`config.mk`:
```
export PLATFORM = sky130hd
export DESIGN_NAME = pc_sequencer
export DESIGN_NICKNAME = d
export VERILOG_FILES = /design/src/rtl/pc_sequencer.sv
export SDC_FILE = /design/constraint.sdc
export NUM_CORES = 1
export LEC_CHECK = 0
export BUFFER_PORTS_ARGS = -buffer_cell sky130_fd_sc_hd__buf_2
export CORE_ASPECT_RATIO = 1.5
export CORE_MARGIN = 5
export CORE_UTILIZATION = 54
export DETAILED_ROUTE_END_ITERATION = 10
export GPL_ROUTABILITY_DRIVEN = 0
export PLACE_DENSITY_LB_ADDON = 0.15
export SLEW_MARGIN = 20
export SYNTH_ARGS = -nofsm -noshare
export SYNTH_HDL_FRONTEND = slang
export SYNTH_SLANG_ARGS = --single-unit
export TNS_END_PERCENT = 30
```
`constraint.sdc`:
```
create_clock -name clock -period 3.6 [get_ports clock]
set_input_delay 0.54 -clock clock [delete_from_list [all_inputs] [get_ports clock]]
set_output_delay 0.54 -clock clock [all_outputs]
set_load 0.01 [all_outputs]
```
`src/rtl/pc_sequencer.sv`:
```
// Program-counter unit: holds the fetch PC, picks the next PC (sequential,
// branch or jalr), traps misaligned targets to a fixed vector, and tracks
// boot delay, stall, halt/resume and retired instructions.
module pc_sequencer #(
  parameter int               XLEN         = 32,
  parameter logic [XLEN-1:0]  RESET_VECTOR = '0,
  parameter logic [XLEN-1:0]  TRAP_VECTOR  = XLEN'(256),
  parameter int               COMPRESSED   = 0,
  parameter int               BOOT_DELAY   = 2
) (
  input  logic            clock,
  input  logic            Reset,
  input  logic            Stall,
  input  logic            Branch,
  input  logic [XLEN-1:0] BranchOffset,
  input  logic            Jalr,
  input  logic [XLEN-1:0] JalrBase,
  input  logic [XLEN-1:0] JalrOffset,
  input  logic            InstrLen16,
  input  logic            Halt,
  input  logic            Resume,
  output logic [XLEN-1:0] PC,
  output logic [XLEN-1:0] PCPlus,
  output logic            Valid,
  output logic            Misaligned,
  output logic [XLEN-1:0] RetireCount
);

  // Boot counter only has to reach BOOT_DELAY-1; keep at least one bit.
  localparam int CNT_W = (BOOT_DELAY > 1) ? $clog2(BOOT_DELAY) : 1;

  typedef enum logic [1:0] {
    ST_BOOT = 2'd0,
    ST_RUN  = 2'd1,
    ST_HALT = 2'd2,
    ST_TRAP = 2'd3
  } state_t;

  state_t            state_q, state_d;
  logic [XLEN-1:0]   pc_q, pc_d;
  logic [CNT_W-1:0]  cnt_q, cnt_d;
  logic              mis_q, mis_d;
  logic [XLEN-1:0]   ret_q, ret_d;

  logic [XLEN-1:0]   step;
  logic [XLEN-1:0]   jalr_sum;
  logic [XLEN-1:0]   target;
  logic              target_mis;

  // Next-PC candidate and its alignment check; jalr outranks branch.
  always_comb begin
    step       = ((COMPRESSED != 0) && InstrLen16) ? XLEN'(2) : XLEN'(4);
    jalr_sum   = JalrBase + JalrOffset;
    if (Jalr) begin
      target = jalr_sum & ~XLEN'(1);
    end else if (Branch) begin
      target = pc_q + BranchOffset;
    end else begin
      target = pc_q + step;
    end
    target_mis = (COMPRESSED != 0) ? target[0] : target[1];
  end

  // Sequencer next-state: boot countdown, run priority Halt > Stall > advance.
  always_comb begin
    state_d = state_q;
    pc_d    = pc_q;
    cnt_d   = cnt_q;
    mis_d   = 1'b0;
    ret_d   = ret_q;
    case (state_q)
      ST_BOOT: begin
        if (cnt_q == CNT_W'(BOOT_DELAY - 1)) begin
          state_d = ST_RUN;
        end else begin
          cnt_d = cnt_q + CNT_W'(1);
        end
      end
      ST_RUN: begin
        if (Halt) begin
          state_d = ST_HALT;
        end else if (!Stall) begin
          // The faulting instruction still counts as retired.
          ret_d = ret_q + XLEN'(1);
          if (target_mis) begin
            pc_d    = TRAP_VECTOR;
            mis_d   = 1'b1;
            state_d = ST_TRAP;
          end else begin
            pc_d = target;
          end
        end
      end
      ST_HALT: begin
        if (Resume) begin
          state_d = ST_RUN;
        end
      end
      ST_TRAP: begin
        state_d = ST_RUN;
      end
      default: begin
        state_d = ST_BOOT;
      end
    endcase
  end

  // State registers with synchronous active-low reset.
  always_ff @(posedge clock) begin
    if (!Reset) begin
      state_q <= (BOOT_DELAY == 0) ? ST_RUN : ST_BOOT;
      pc_q    <= RESET_VECTOR;
      cnt_q   <= '0;
      mis_q   <= 1'b0;
      ret_q   <= '0;
    end else begin
      state_q <= state_d;
      pc_q    <= pc_d;
      cnt_q   <= cnt_d;
      mis_q   <= mis_d;
      ret_q   <= ret_d;
    end
  end

  assign PC          = pc_q;
  assign PCPlus      = pc_q + step;
  assign Valid       = (state_q == ST_RUN);
  assign Misaligned  = mis_q;
  assign RetireCount = ret_q;

endmodule

```
==> results of run 1 <==
-- state kept, by name, indices dropped and copies added, names as in the netlist --
signal and cells:
PC 31, RetireCount 32, cnt_q 1, Misaligned 1
state_q 2
-- final timing paths --
check	to	slack [ps]	depth (start not counted)
setup / recovery	PCPlus[20]	490	7
hold / removal	cnt_q	470	1
setup reg to reg	PC[31]	560	11
hold reg to reg	cnt_q	470	1
-- cell usage after synthesis, types with 11 or more instances --
master,number,share of area
o21bai_1,11,0.012
a21o_1,19,0.021
xor2_1,28,0.036
xnor2_1,76,0.098
ha_1,63,0.12
and3_1,16,0.015
nand3_1,40,0.029
nor2b_1,13,0.012
clkbuf_1,22,0.012
o31ai_1,11,0.012
nand4_1,21,0.019
nor3_1,17,0.012
o21ai_0,58,0.043
inv_1,23,0.013
a21oi_1,76,0.056
nor2_1,62,0.034
nand2_1,89,0.049
dfxtp_1,67,0.20
and2_1,39,0.036
-- layout make-up --
cell class              instances  area share
flip-flops and latches         67      0.1610
repair buffers                212      0.1316
inverters                      23     0.01036
clock inverters                 7     0.01682
well taps                     156     0.02343
multi-input cells             778      0.6298
clock buffers                   9     0.02704
-- power breakdown --
group          switching, mW  internal, mW  total (mW)
Combinational          0.433         0.326       0.759
Sequential            0.0348         0.761       0.796
Clock                  0.340         0.745        1.08
Total                  0.807          1.83        2.64
-- metal layers --
layer / vias to the layer above / global-route usage / share of wire
met3: 55 / 0.05477 / 0.073
li1: 3675 / - / -
met2: 304 / 0.4617 / 0.49
met4: 0 / 0.1191 / 0.041
met5: - / 0 / 0
met1: 3400 / 0.3102 / 0.40
-- stage by stage --
stage                     power, mW  cell area, um2  setup slack (ps)
final                         2.639            8330             495.0
after global routing          2.758            8330             235.0
after CTS                     2.639            8330             513.6
after detailed placement      1.556            7965             203.2
after global placement        1.550            7965             258.6
after floorplan               1.326            6812             608.5
-- critical path: stages, from the launching register on --
cell     delay [ps]
dfxtp_1         440
ha_1            260
nand4_1         170
nor2_1          310
and2_1          360
nand3_1         150
xnor2_1         320
buf_2           200
-- cell families (layout without fill, tap and decap cells) --
kind of cell	count (synthesis)	in the layout	share of synthesized area
AOI/OAI and AO/OA	272	272	0.2637
DFF	67	67	0.1970
other	1	2	0.0005508
muxes	8	8	0.01213
buffers and inverters	55	251	0.03290
and+or+nand+nor	328	328	0.2411
adders and majority gates	64	64	0.1187
xor gates and xnor gates	104	104	0.1338
==> key figures, run 1 <==
Clocking
  – Postcts setup bufs: 0
  – Num Clock Sinks: 67
  – CTS clk-pin slew, worst paths: 60 ps
  – Htree depth: 3
  – CTS tree: built
  – Worst-case clock buffer depth: 2
  – PostCTS Resize Cnt: 0
  – Clk_lat worst skew: 340 ps
  – Num CTS Buffers: 9
  – # hold bufs at CTS: 0
  – Clock root buffer: clkbuf_16

Setup path
  – Reg-to-reg startpoint: PC[9]
  – Crit start category: register
  – Crit path kind: register to output port
  – Critical Path Source: PC[2]
  – Worst-path fanout max: 8
  – Setup crit end kind: output port
  – Worst EP required: 3060 ps
  – Critical path arrival: 2570 ps

Final layout
  – Sequential Area: between 0.001 and 0.0015 mm2
  – Fin cells: 1,252
  – Layout cells sized above 1: 0.2254
  – Multi-input gate area: 0.005246 mm2
  – Most common cell after layout, fill and taps aside: buf_2
  – Final core occ: 0.6691
  – Fillers: about 1,200
  – # diodes: 0
  – Synth-to-layout area growth: 22.37%
  – Nets: 1,259
  – Most frequent cells in the layout: buf_2 (198), nand2_1 (89), xnor2_1 (76), a21oi_1 (76), dfxtp_1 (67)

Synthesis
  – Top FF cell, synth: dfxtp_1
  – Flops & latches, synth: 67
  – Number of synthesized flops with an enable pin: 0
  – Ys Warns: 0
  – Register area share after synthesis: 0.1970
  – Synthesized instance count: 899
  – Post-Synthesis Cell Area: 0.006808 mm2
  – Asr flop ratio synth: 0
  – Yosys cell types: 73
  – Syn avg cell area: 7.573 um2

STA
  – Fin Setup TNS: 0 ps
  – Skew final: about 6.1 ps
  – Final period util: 0.8625
  – Worst-margin pin slew: 901.7 ps
  – RSZ-0062 raised after global routing: false
  – Pins Over Slew Limit: 0
  – Final min period: 3105 ps
  – Final setup violation count: 0
  – Final hold vios: 0
  – Fmax: ~320 MHz
  – WHS: 471.9 ps
  – Relative slew slack: 0.3942

Worst hold path
  – HP Class: register to register
  – Hold Startpoint: cnt_q

Drt
  – Final ANT Viol Nets: 0
  – Drt initial violations: 449
  – Drt pass-1 iters: 5
  – Post-Route WL: 20,580 um
  – Routed len/inst: between 15 and 20 um
  – DRC Markers: 0
  – Vias post-DR: around 7,400
  – Vias per cell: 5.938

Die
  – Row count: 50
  – Die width: roughly 100 um
  – Initial Utilization: 0.5468
  – Die area: 0.01500 mm2
  – Die Height: 147.5 um
  – I/O pin cnt: 202
  – Core area: ~0.012 mm2

Power and ir drop
  – Leakage power: 3.907 nW
  – Pwr dens: 316.8 mW/mm2
  – Peak supply drop: 213.6 uV

Global route
  – Global-route wire length before repair: roughly 33,000 um
  – GRT Total Usage: 0.2666
  – Largest net degree at the start of global routing: between 40 and 50
  – Remaining global-route overflow: 0
  – Vias in the first global route: around 7,000
  – Initial antenna violation count: 0

Placed design
  – Port-buffer cells: 198
  – Hpwl dp: between 15,000 and 20,000 um
  – Number of placed cells counting well taps: around 1,200

Status
  – Status: completed

Run
  – Max-capacitance violation count: 0
No activity file was read; power rests on OpenSTA's default activity.
==> run 2: changes to the inputs <==
--- a/config.mk
+++ b/config.mk
@@ -5,10 +5,11 @@
 export SDC_FILE = /design/constraint.sdc
 export NUM_CORES = 1
 export LEC_CHECK = 0
+export ABC_AREA = 1
 export BUFFER_PORTS_ARGS = -buffer_cell sky130_fd_sc_hd__buf_2
 export CORE_ASPECT_RATIO = 1.5
 export CORE_MARGIN = 5
-export CORE_UTILIZATION = 54
+export CORE_UTILIZATION = 51
 export DETAILED_ROUTE_END_ITERATION = 10
 export GPL_ROUTABILITY_DRIVEN = 0
 export PLACE_DENSITY_LB_ADDON = 0.15
==> constraint.sdc (replaced) <==
create_clock -name clock -period 2.5 [get_ports clock]
set_input_delay 0.375 -clock clock [delete_from_list [all_inputs] [get_ports clock]]
set_output_delay 0.375 -clock clock [all_outputs]
set_load 0.01 [all_outputs]
==> run 2 against run 1 <==
Compared with the run above:
- sequential share of layout area down 3.3 points
- clock power up 17%
- hold slack worse by 230 ps
- clock-buffer cell count up 1
- final area up 28%
- final cell count up 68%
- clock skew up 2.6 ps
==> key figures, run 2 <==
Synthesis
  – Synthesized instance count: 1,676
  – Post-synth top area cell: nand2_1
  – Top cells by area, synth: nand2_1 (25%), dfxtp_1 (15%), inv_1 (13%)
  – Post-Synthesis Cell Area: between 0.008 and 0.009 mm2
  – Count leader, synth: nand2_1
  – Synth top area share: 0.2469
  – Synth cell count leaders: nand2_1 (586), inv_1 (297), nor2_1 (171)
  – Register area share after synthesis: 0.1505
  – Syn avg cell area: 5.316 um2
  – Asr flop ratio synth: 0
  – Ys Warns: 0
  – Top FF cell, synth: dfxtp_1
  – Yosys cell types: 45
  – Flops & latches, synth: 67
  – Number of synthesized flops with an enable pin: 0

Placed design
  – Hpwl dp: 25,050 um
  – Post-Place Setup Slack: 117.2 ps
  – Port-buffer cells: 198

Setup path
  – Setup crit end kind: output port
  – Crit start category: register
  – Critical Path Source: PC[15]
  – Critical path arrival: approximately 2100 ps
  – Reg-to-reg slack, setup: ~240 ps
  – Crit path kind: register to output port
  – Most frequent CP cell: nand2_1
  – Worst EP required: roughly 2100 ps
  – Worst-path fanout max: 6
  – Biggest cell delay along the critical path: 460 ps
  – Slowest-stage cell, CP: dfxtp_1
  – Worst-path cell chain: nand2_1, nor2_1, nand2_1, nor4_2, nand3_1, and2_1, buf_2
  – CP endpoint: PCPlus[19]
  – Reg2Reg Capture Point: PC[22]
  – Worst-case reg-to-reg path depth: 12
  – Reg-to-reg startpoint: PC[12]

Die
  – Die area: 0.02027 mm2
  – Core area: 0.01727 mm2
  – I/O pin cnt: 202
  – Die Height: 171.9 um
  – Initial Utilization: 0.5158
  – Die width: 117.9 um
  – Row count: 59

Clocking
  – Worst-case clock buffer depth: 2
  – # hold bufs at CTS: 0
  – Num CTS Buffers: 9
  – Clk_lat worst skew: 330 ps
  – CTS clk-pin slew, worst paths: 60 ps
  – Htree depth: 3
  – Num Clock Sinks: 67
  – Clock root buffer: clkbuf_16
  – CTS tree: built

Drt
  – Vias per cell: approximately 5.3
  – Drt initial violations: 748
  – Vias post-DR: 11,040
  – Drt pass-1 iters: 5
  – Final ANT Viol Nets: 0
  – Routed len/inst: 14.21 um
  – Post-Route WL: 29,870 um
  – DRC Markers: 0

Global route
  – Initial antenna violation count: 0
  – Vias in the first global route: 10,560
  – Largest net degree at the start of global routing: 37
  – GRT Total Usage: 0.2870
  – Global-route wire length before repair: 48,260 um
  – Remaining global-route overflow: 0

Worst hold path
  – HP Class: input pin to register

Final layout
  – Layout cells sized above 1: 0.1578
  – Nets: 2,052
  – Synth-to-layout area growth: 19.41%
  – Most common cell after layout, fill and taps aside: nand2_1
  – Most frequent cells in the layout: nand2_1 (585), inv_1 (296), buf_2 (198)
  – # diodes: 0
  – Max reg flops: 32

STA
  – Final period util: 0.9850
  – Final hold vios: 0
  – Final setup violation count: 0
  – Final Worst Setup Slack: 37.58 ps
  – Fin Setup TNS: 0 ps
  – Fmax: 406.1 MHz
  – Relative slew slack: 0.6653
  – Skew final: 8.734 ps
  – Worst-margin pin slew: 496.9 ps
  – WHS: 238.6 ps
  – Final min period: approximately 2500 ps
  – Pins Over Slew Limit: 0

Power and ir drop
  – Leakage power: 6.071 nW
  – Peak supply drop: 337.2 uV
  – Pwr dens: 331.8 mW/mm2

Run
  – Max-capacitance violation count: 0

Status
  – Status: completed
-- run 2: worst max-delay path: cells and delay by family, from the launching register on --
kind	cells	cell delay (ps)
buf+inv	1	140
flops	1	460
simple gates	6	1160
-- run 2: worst min-delay path by stage --
stage	from	endpoint	depth (start not counted)	slack, ps
final	Halt	state_q[0]	2	240
after global routing	Halt	state_q[0]	2	240
after CTS	Halt	state_q[0]	2	230
after detailed placement	cnt_q	cnt_q	2	460
after global placement	cnt_q	cnt_q	2	440
after floorplan	cnt_q	cnt_q	2	430
-- run 2: logic make-up (layout without fill, tap and decap cells) --
| family | after synthesis | after routing | share of synthesized area |
|---|---|---|---|
| and+or+nand+nor | 999 | 999 | 0.4711 |
| buffers and inverters | 332 | 544 | 0.1425 |
| AOI/OAI and AO/OA | 173 | 173 | 0.1053 |
| DFF | 67 | 67 | 0.1505 |
| adders and majority gates | 64 | 64 | 0.09072 |
| xor gates and xnor gates | 40 | 40 | 0.03932 |
| other | 1 | 2 | 0.0004209 |
-- run 2: final cells by class --
type | instances | area (um2)
Clock inverter | 6 | 65.06
Timing Repair Buffer | 227 | 1209
Fill cell | 1806 | 6635
Multi-Input combinational cell | 1278 | 6382
Sequential cell | 67 | 1358
Tap cell | 213 | 266.5
Clock buffer | 10 | 229.0
Inverter | 301 | 1130
-- run 2: routing by layer --
metal  up-vias  wire [um]  track usage
met5         -          0            0
met4         0       1730       0.1622
met1      4900      11850       0.3224
met3       106       1504      0.03010
li1       5669          -            -
met2       369      14790       0.5281
-- run 2: where the power goes --
group | total [mW] | leakage, nW | switching [mW] | internal (mW)
Clock | 1.26 | 0.143 | 0.484 | 0.773
Sequential | 1.12 | 0.548 | 0.0316 | 1.09
Combinational | 1.15 | 5.38 | 0.732 | 0.418
Total | 3.53 | 6.07 | 1.25 | 2.28
-- run 2: stage by stage --
step                      total power, mW  instance area (um2)  instances  utilization
final                               3.530                10640       2102       0.6159
after floorplan                     1.909                 8914       1677            -
after detailed placement            2.272                10230       2084       0.5924
after global placement              2.259                10230       2084       0.5924
after CTS                           3.531                10550       2100       0.6105
after global routing                3.742                10640       2102       0.6159
-- run 2: timing repair --
item	in CTS	in global routing
pin swaps	0	2
setup buffers	0	2
resized for setup	5	28
endpoints found under the setup margin	10	21
==> run 3: changes to the inputs <==
--- a/config.mk
+++ b/config.mk
@@ -7,7 +7,7 @@
 export LEC_CHECK = 0
 export ABC_AREA = 1
 export BUFFER_PORTS_ARGS = -buffer_cell sky130_fd_sc_hd__buf_2
-export CORE_ASPECT_RATIO = 1.5
+export CORE_ASPECT_RATIO = 1.75
 export CORE_MARGIN = 5
 export CORE_UTILIZATION = 51
 export DETAILED_ROUTE_END_ITERATION = 10
==> run 3 against run 2 <==
Compared with the run above:
- register-to-register slack better by 20 ps
- setup slack worse by 18 ps
- die area is 0.25% higher
- hold slack better by 9.0 ps
- global-route usage is 2.0 points higher
- clock-buffer cell count is 1 lower
- core utilization is 0.33 points lower
- critical path depth is 1 higher
- flip-flop and latch count stayed put
- largest power group unchanged
- critical endpoint is now PCPlus[15]
==> key figures, run 3 (synthesis results as in run 2) <==
Clocking
  – Num Clock Sinks: 67
  – Clk_lat worst skew: 330 ps
  – # hold bufs at CTS: 0
  – Clock root buffer: clkbuf_16
  – Worst-case clock buffer depth: 2
  – CTS clk-pin slew, worst paths: roughly 60 ps
  – Htree depth: 3
  – Postcts setup bufs: 0
  – Num CTS Buffers: 9
  – CTS tree: built

Final layout
  – Most common cell after layout, fill and taps aside: nand2_1
  – Fillers: 1,889
  – Max reg flops: 32
  – Multi-input gate area: 0.006350 mm2
  – Sequential Area: 0.001351 mm2
  – Layout cells sized above 1: 0.1502
  – Final core occ: 0.6125
  – Most frequent cells in the layout: nand2_1 (585), inv_1 (297), buf_2 (198)
  – Nets: 2,048
  – Cell area after layout: 0.01064 mm2
  – Synth-to-layout area growth: 19.46%

STA
  – Final period util: 0.9921
  – Relative slew slack: 0.5833
  – RSZ-0062 raised after global routing: true
  – Worst-margin pin slew: 624.3 ps
  – Fmax: around 400 MHz
  – Pins Over Slew Limit: 0
  – Final hold vios: 0
  – Final setup violation count: 0
  – Skew final: between 6 and 7 ps
  – Final min period: 2480 ps
  – Final Worst Setup Slack: 19.69 ps

Run
  – Max-capacitance violation count: 0

Placed design
  – Post-Place Setup Slack: about 160 ps
  – Post-Place Cell Area: 0.01027 mm2
  – Hpwl dp: 25,910 um
  – Port-buffer cells: 198

Power and ir drop
  – Peak supply drop: about 380 uV
  – Leakage power: 6.049 nW
  – Pwr dens: 342.5 mW/mm2
  – Pwr Total: 3.645 mW

Drt
  – Drt initial violations: approximately 630
  – DRC Markers: 0
  – Post-Route WL: 31,080 um
  – Routed len/inst: ~15 um
  – M1 wire length: 11,330 um
  – Vias post-DR: between 10,000 and 15,000
  – Met3 WL: 1606 um
  – Top sig layer: met4
  – Vias per cell: 5.246
  – Drt pass-1 iters: 6
  – Met2 wire length: around 16,000 um
  – Final ANT Viol Nets: 0

Worst hold path
  – Hold Path Sink: state_q[0]
  – Hold Crit Depth: 2
  – HP Class: input pin to register
  – Hold Startpoint: Halt

Global route
  – Vias in the first global route: 10,710
  – Remaining global-route overflow: 0
  – Global-route wire length before repair: a little under 50,000 um
  – Initial antenna violation count: 2
  – Largest net degree at the start of global routing: 37
  – GRT Total Usage: 0.3065

Setup path
  – Reg-to-reg slack, setup: 260 ps
  – Reg2Reg Capture Point: PC[30]
  – Top delay family on crit path: simple AND/OR/NAND/NOR gates
  – Biggest cell delay along the critical path: 460 ps
  – Reg-to-reg startpoint: PC[12]
  – Crit path kind: register to output port
  – Slowest-stage cell, CP: dfxtp_1
  – Setup crit end kind: output port
  – Worst-path cell chain: buf_4, nand3_1, nor2_1, nand2_1, nor2_1, buf_4, xor2_1, buf_2
  – CP bufs+invs: 3
  – Worst EP required: 2120 ps
  – Worst-path fanout max: 5
  – Worst-case reg-to-reg path depth: 12
  – Critical path arrival: between 2000 and 2500 ps
  – Crit start category: register

Die
  – Die area: 0.02032 mm2
  – Die Height: 184.9 um
  – Initial Utilization: 0.5127
  – Core area: between 0.015 and 0.02 mm2
  – I/O pin cnt: around 200
  – Die width: approximately 110 um
  – Row count: 64

Status
  – Status: completed
==> run 3: cell count changes in the layout (fill, tap and decap cells not counted), moves of 2 or more <==
cell     previous run  this run
diode_2             0         2
dfxtp_1            54        59
buf_4              29        23
dfxtp_2            13         8
buf_12              0         2
nor2_2              7         5
nor2_1            164       167
==> run 3: final cells by class <==
| type | instances | share of cell area |
|---|---|---|
| Sequential cell | 67 | 0.1270 |
| Clock buffer | 9 | 0.02116 |
| Antenna cell | 2 | 0.0004702 |
| Clock inverter | 6 | 0.008464 |
| Timing Repair Buffer | 223 | 0.1131 |
| Tap cell | 231 | 0.02715 |
| Multi-Input combinational cell | 1278 | 0.5966 |
| Inverter | 301 | 0.1061 |
==> run 3: metrics by stage <==
step	hold WS [ps]	instances	TNS (ps)
after global routing	251.5	2117	-41.46
after CTS	246.5	2115	-81.01
after detailed placement	451.9	2100	0
final	247.5	2117	0
after global placement	440.8	2100	0
after floorplan	426.8	1677	0
==> run 3: what timing repair did <==
item	CTS	global route
endpoints found under the setup margin	5	19
cloned	0	0
gates resized for setup	2	18
==> run 3: report_power, final <==
group	internal [mW]	switching, mW
sequential	1.09	0.0294
combinational	0.418	0.735
clock	0.871	0.502
total	2.38	1.27
==> run 3: how the worst max path moves through the flow <==
stage                      end        start  slack [ps]  cells after the start
floorplan                PC[6]  JalrBase[1]         590                     10
global placement        PC[27]  JalrBase[2]         170                     12
detailed placement      PC[27]  JalrBase[2]         160                     12
CTS                 PCPlus[29]        PC[9]         -30                      9
global route        PCPlus[15]        PC[7]         -30                      8
finish              PCPlus[15]        PC[7]          20                      8
==> run 3: per-layer routing <==
metal,vias to the layer above,track usage
met5,-,0
met4,0,0.2222
met3,118,0.02860
met2,405,0.5547
met1,4926,0.3206
li1,5656,-
